===== config.mk =====
export PLATFORM = sky130hd
export DESIGN_NAME = reg_files_mp
export DESIGN_NICKNAME = d
export VERILOG_FILES = /design/src/rtl/reg_files_mp.sv
export SDC_FILE = /design/constraint.sdc
export NUM_CORES = 2
export LEC_CHECK = 0
export BUFFER_PORTS_ARGS = -buffer_cell sky130_fd_sc_hd__buf_4
export CORE_ASPECT_RATIO = 0.6
export CORE_MARGIN = 3
export CORE_UTILIZATION = 35
export CTS_CLUSTER_DIAMETER = 50
export DETAILED_ROUTE_END_ITERATION = 8
export PLACE_DENSITY = 0.5
export SYNTH_ARGS = -nofsm -noshare
export SYNTH_HDL_FRONTEND = slang
export SYNTH_SLANG_ARGS = --single-unit

===== constraint.sdc =====
create_clock -name clk -period 12.2 [get_ports clk]
set_input_delay 3.66 -clock clk [delete_from_list [all_inputs] [get_ports clk]]
set_output_delay 3.66 -clock clk [all_outputs]
set_load 0.02 [all_outputs]

===== src/rtl/reg_files_mp.sv =====
// reg_files_mp: multi-port register file with write-back bypass, busy scoreboard and post-reset clearing sweep
module reg_files_mp #(
  parameter int ADDR_WIDTH = 5,
  parameter int DATA_WIDTH = 32,
  parameter int NUM_READ   = 3,
  parameter int NUM_WRITE  = 2
) (
  input  logic                           clk,
  input  logic                           rst,
  input  logic [NUM_READ*ADDR_WIDTH-1:0] ra,
  output logic [NUM_READ*DATA_WIDTH-1:0] rd,
  output logic [NUM_READ-1:0]            rbusy,
  input  logic [NUM_WRITE-1:0]           we,
  input  logic [NUM_WRITE*ADDR_WIDTH-1:0] wa,
  input  logic [NUM_WRITE*DATA_WIDTH-1:0] wd,
  input  logic                           iss_valid,
  input  logic [ADDR_WIDTH-1:0]          iss_addr,
  output logic                           ready
);
  localparam int DEPTH = 2**ADDR_WIDTH;
  typedef enum logic {S_CLEAR, S_RUN} state_t;
  state_t r_state, w_next;
  logic [ADDR_WIDTH-1:0] r_cnt;
  logic [DATA_WIDTH-1:0] r_rf [DEPTH];
  logic [DEPTH-1:0]      r_busy;
  logic                  w_run;
  // state register: reset always restarts the sweep
  always_ff @(posedge clk) begin
    if (rst) r_state <= S_CLEAR;
    else     r_state <= w_next;
  end
  // leave CLEAR once the last register has been zeroed
  always_comb begin
    w_next = (r_state == S_CLEAR && &r_cnt) ? S_RUN : r_state;
  end
  // outputs decoded from state
  always_comb begin
    w_run = (r_state == S_RUN);
    ready = w_run;
  end
  // sweep counter, advances only while clearing with rst low
  always_ff @(posedge clk) begin
    if (rst)                     r_cnt <= '0;
    else if (r_state == S_CLEAR) r_cnt <= r_cnt + 1'b1;
  end
  // array and scoreboard update; later assignments win, so higher write ports and issues take priority
  always_ff @(posedge clk) begin
    if (!rst && r_state == S_CLEAR) begin
      r_rf[r_cnt]   <= '0;
      r_busy[r_cnt] <= 1'b0;
    end else if (!rst && w_run) begin
      for (int j = 0; j < NUM_WRITE; j++)
        if (we[j] && wa[j*ADDR_WIDTH +: ADDR_WIDTH] != '0) begin
          r_rf[wa[j*ADDR_WIDTH +: ADDR_WIDTH]]   <= wd[j*DATA_WIDTH +: DATA_WIDTH];
          r_busy[wa[j*ADDR_WIDTH +: ADDR_WIDTH]] <= 1'b0;
        end
      if (iss_valid && iss_addr != '0) r_busy[iss_addr] <= 1'b1;
    end
  end
  for (genvar k = 0; k < NUM_READ; k++) begin : g_rd
    logic [ADDR_WIDTH-1:0] w_ra;
    logic [DATA_WIDTH-1:0] w_rd;
    logic                  w_busy;
    assign w_ra = ra[k*ADDR_WIDTH +: ADDR_WIDTH];
    // asynchronous read with bypass from the highest matching write port, which also hides the busy bit
    always_comb begin
      w_rd   = r_rf[w_ra];
      w_busy = r_busy[w_ra];
      for (int j = 0; j < NUM_WRITE; j++)
        if (we[j] && wa[j*ADDR_WIDTH +: ADDR_WIDTH] == w_ra) begin
          w_rd   = wd[j*DATA_WIDTH +: DATA_WIDTH];
          w_busy = 1'b0;
        end
      if (!w_run || w_ra == '0) begin
        w_rd   = '0;
        w_busy = 1'b0;
      end
    end
    assign rd[k*DATA_WIDTH +: DATA_WIDTH] = w_rd;
    assign rbusy[k] = w_busy;
  end
endmodule


-- Word level (Yosys, flattened, before mapping)
Memory sizes are Yosys's and may differ from the RTL's.
Cells that the tools add are included.
W data, S select, Z words.
- RAM bits: 1024
- output and inout port bits: 100
- bits of input ports: 99
- flip-flop bits (word level): 38
- memories kept: 1
- word-level logic and storage cells: 114
- reduce and logical (&&, ||, !) cells: 30
- add/subtract/negate cells: 1
- mux-type cells: 54
- eq/ne operators: 6
- order comparisons: 11
- bitwise operators: 8
- memory list (name ; depth ; width ; rd ports ; clocked after memory_dff ; write ports ; line ; RTL):
    r_rf ; 32 ; 32 ; 3 ; 0 ; 2 ; 24 ; logic [DATA_WIDTH-1:0] r_rf [DEPTH];
- operators with widths (cell ; count):
    $mux W32 ; 19
    $and A32 B32 Y32 ; 3
    $not A32 Y32 ; 3
    $lt A5 B6 Y1 const B ; 7
    $or A32 B32 Y32 ; 1
    $reduce_or A32 Y1 ; 1
    $eq A5 B5 Y1 ; 6
    $mux W1 ; 27
    $demux W1 S5 ; 4
    $ge A5 B1 Y1 const B ; 4
    $logic_and A1 B1 Y1 ; 16
    $bmux W1 S5 ; 3
    $logic_not A5 Y1 ; 3
    $reduce_bool A5 Y1 ; 3
    $add A5 B1 Y5 const B ; 1
    $mux W5 ; 1
    $reduce_and A5 Y1 ; 1
    $logic_or A1 B1 Y1 ; 3
    $logic_not A1 Y1 ; 2
    $reduce_bool A2 Y1 ; 1
    $not A1 Y1 ; 1

-- Depth between registers and ports, before layout
- depth after elaboration: 17
- mapped depth: 12
- gate-level depth less buffers: 6

-- Worst setup path before layout
OpenSTA, ideal clock, no wires.
- path kind: input port to output port
- start: in ra[10]
- end: out rd[69]
- cell stages on the path: 6
- data required time: 8540 ps
- buffers on the path: 2
- arrival time: 5781 ps
- setup slack: 2759 ps
- cells stage by stage: buf_6 > buf_1 > mux4_2 > mux4_2 > nor4bb_1 > a211o_1
- word-level cells in the longest chain between the ends: 5
- elaborated cells between the ends (all ways): 10
- classes of those cells: eq/ne: 2; mux: 3; reduce/logical: 4; memory: 1
- ends and longest elaborated chain (what ; line ; RTL):
    from (decl) ; 10 ; input logic [NUM_READ*ADDR_WIDTH-1:0] ra,
    parallel branches: the longest is 4 deep, another holds $mem_v2 Z32 W32 ; -- ;
    $mux W32 * ; 74 ; if (!w_run || w_ra == '0) begin
    to (decl) ; 11 ; output logic [NUM_READ*DATA_WIDTH-1:0] rd,
Mark *: on every way between the ends.

-- Final worst setup path
- start: in ra[6]
- end: out rd[50]
Same word-level chain as after synthesis.

==> flow_metrics.py <==
metrics = {
    "route": {
        "top_layer": "met5",
        "num_vias": 62280,
        "drt-total-wl_mm": 358.1,
        "drc": 0,
        "wl_met1_mm": 139.5,
        "wl_met3_mm": 60.59,
        "wl_met2_mm": 141.3,
        "via_per_inst": 6.960,
        "post_drt_wl_per_cell_um": 40.02,
        "firstDrtPassIters": 7,
        "drt_iter0_markers": 10770,
        "ant_nets": 0,
    },
    "placement": {
        "port_buffers": 198,
        "pre_cts_slack_ps": 1282,
        "dpl.hpwl_mm": 210.3,
        "dp_cells": 8704,
        "post_dp_cell_area_sq_mm": 0.07722,
        "place_congestion": 0.9176,
    },
    "clock_tree": {
        "cts_hold_buf": 0,
        "post_cts_buffers": 0,
        "cts_tree": "yes",
        "cts.sinks": 1062,
        "clock_latency_ps": 760,
        "ctsResizeCount": 0,
        "cts_made_buffers": 115,
        "cts_buffer_depth": 3,
        "clk_pin_slew_worst_paths_ps": 60,
        "clockRootBuffer": "clkbuf_16",
        "htree_levels": 3,
    },
    "sta": {
        "setup_ws_ps": 1040,
        "timing.fmax_ghz": 0.08961,
        "setup_violations": 0,
        "drv_slew": 4,
        "fin_crit_sh_pct": 91.47,
        "tns_ps": 0,
        "max_slew_margin_pct": -5.311,
        "rsz0062_at_grt": "no",
        "fin_crit_ps": 11160,
        "skew_ps": 35.92,
        "worstMarginPinSlew_ps": 1576,
        "hold_violations": 0,
    },
    "global_route": {
        "antenna_found_initial": 27,
        "overflow": 0,
        "grt_pass1_wl_mm": 484.4,
        "grtUsageTotal_pct": 32.34,
        "grt_max_degree": 108,
        "grt_pass1_vias": 56550,
    },
    "floorplanning": {
        "ios": 199,
        "floorplan.initialDensity_pct": 35.31,
        "core-area_sq_mm": 0.2066,
        "rows": 129,
        "die_h_um": 359.6,
        "die_w_um": 595.4,
        "dieArea_sq_mm": 0.2141,
    },
    "power": {
        "peakVddDrop_v": 0.0001105,
        "power_density_mw_per_mm2": 107.8,
        "p_leak_uw": 0.02379,
    },
    "logic_synthesis": {
        "yosysWarnings": 0,
        "yosysUniqueCellTypes": 69,
        "syn_nets": 6463,
        "synth_edf_count": 1056,
        "syn_avg_cell_area_sq_um": 11.47,
        "ys_seq_area_share_pct": 43.63,
        "yosys_most_used_dff": "edfxtp_1",
        "ys_ff_latch": 1062,
        "syn_inst": 6359,
        "mappedNetlistArea_sq_mm": 0.07295,
        "async_reset_ff_share_pct": 0,
    },
    "critical_path": {
        "critPathMostFrequentCell": "buf_4",
        "crit_fanout": 47,
        "path_class": "in2out",
        "cp-end-kind": "output port",
        "slowest_stage": "a2111oi_1",
        "path_buf_inv": 2,
        "max_stage_delay_ps": 1380,
        "start_kind": "input port",
        "cp.required_ps": 8540,
        "critical_path.top_delay_family": "compound AO/OA/AOI/OAI gates",
        "critical_path_arrival_ps": 7500,
        "path_cells": "buf_4 -> nand2b_4 -> o221ai_1 -> o21ai_0 -> a2111oi_1 -> a221o_1 -> buf_4",
    },
    "finish": {
        "design_area_sq_mm": 0.08106,
        "fin_util_pct": 39.23,
        "drive_gt1_share_pct": 24.55,
        "nets": 6177,
        "area_delta_synth_final_pct": 11.10,
        "final_cells": 8948,
    },
    "worst_hold_path": {
        "hold_class": "reg2reg",
    },
    "outcome": {
        "violations": "max-capacitance violations, max-slew violations",
        "outcome": "finished, violations left",
    },
    "job": {
        "cap_violations": 2,
    },
}
[worst paths after layout]
kind / endpoint / cells after the start / slack (ps) / from
worst max-delay path: rd[50] / 7 / 1040 / ra[6]
worst min-delay path: r_cnt[1] / 2 / 620 / r_cnt[1]
worst max register to register: r_rf[28][15] / 6 / 7430 / ready
worst min register to register: r_cnt[1] / 2 / 620 / r_cnt[1]
[worst reg2reg max path, stage by stage, from the launching register on]
cell	delay, ps
dfxtp_1	680
nand2b_4	440
a211oi_4	310
buf_4	610
a21oi_1	540
o22ai_4	1030
buf_4	680
[cell families after synthesis]
group / synth area share (%)
and+or+nand+nor: 8.616
buffers and inverters: 5.001
muxes: 27.10
xor gates and xnor gates: 0.3962
adders and majority gates: 0.08575
AOI/OAI and AO/OA: 15.17
DFF: 43.63
[state kept, by name, summed over array words and instances (netlist names)]
| name | cells |
|---|---|
| r_rf | 1024 |
| r_busy | 32 |
| r_cnt | 5 |
| ready | 1 |
[cell type report]
type                            count  area (sq um)
Multi-Input combinational cell   4404         38390
Timing Repair Buffer              380          3169
Clock inverter                     80         740.7
Antenna cell                       26         65.06
Clock buffer                      135          2995
Fill cell                       19530        125500
Sequential cell                  1062         31830
Inverter                          110         417.9
Tap cell                         2751          3442
[layer usage]
| metal | vias to the layer above | GRT usage [%] |
|---|---|---|
| met5 | - | 1.198 |
| met2 | 5612 | 43.27 |
| li1 | 24460 | - |
| met4 | 20 | 12.54 |
| met3 | 876 | 15.11 |
| met1 | 31310 | 44.75 |
[power by group]
part           leakage (uW)  internal (uW)  switching (uW)  total, uW
combinational        0.0134            379             669       1050
clock               0.00181           1980            1700       3680
sequential          0.00861           3990            26.1       4020
total                0.0238           6340            2400       8740
[metrics by stage]
step                      power [uW]  hold WS (ps)
after floorplan                 4700         551.2
after global placement          5091         601.9
after detailed placement        5097         623.8
after CTS                       8699         632.6
after global routing            8903         702.5
final                           8742         617.7
[synth_stat cells (32+ instances only)]
cell       count  area (sq um)
a22oi_1       36         270.3
a32o_1        32         320.3
mux2_2       130          1464
mux4_2       695         15650
o21ai_1       47         235.2
edfxtp_1    1056         31710
mux2i_1      265          2653
o32ai_1       62         543.0
o211ai_1      33         247.7
inv_1         87         326.6
o2111ai_1     32         280.3
nand3_1       74         370.4
a221oi_1      38         332.8
o221ai_1      93         814.5
o22ai_1      109         681.9
a21oi_1       92         460.4
nand2b_1      43         269.0
nor2_1        53         198.9
nand2_1     1145          4298
buf_2         92         460.4
clkbuf_1     529          1986
o21ai_0     1040          5205
a2111oi_0     35         306.5
o31ai_1       32         240.2
buf_1        114         427.9
a21o_1        32         240.2
nand3b_1      35         262.8
[cell usage in the layout, fill, tap and decap left out, types with 36 or more instances in the layout]
| cell type | count |
|---|---|
| a21oi_1 | 92 |
| a221oi_1 | 38 |
| a22oi_1 | 36 |
| buf_4 | 349 |
| clkbuf_16 | 117 |
| edfxtp_1 | 1056 |
| inv_1 | 87 |
| mux2_2 | 130 |
| mux2i_1 | 264 |
| mux4_2 | 695 |
| nand2_1 | 1118 |
| nand3_1 | 73 |
| nor2_1 | 45 |
| o21ai_0 | 1040 |
| o21ai_1 | 47 |
| o221ai_1 | 93 |
| o22ai_1 | 80 |
| o32ai_1 | 62 |
Note: power is estimated with default switching activity, not from simulation.
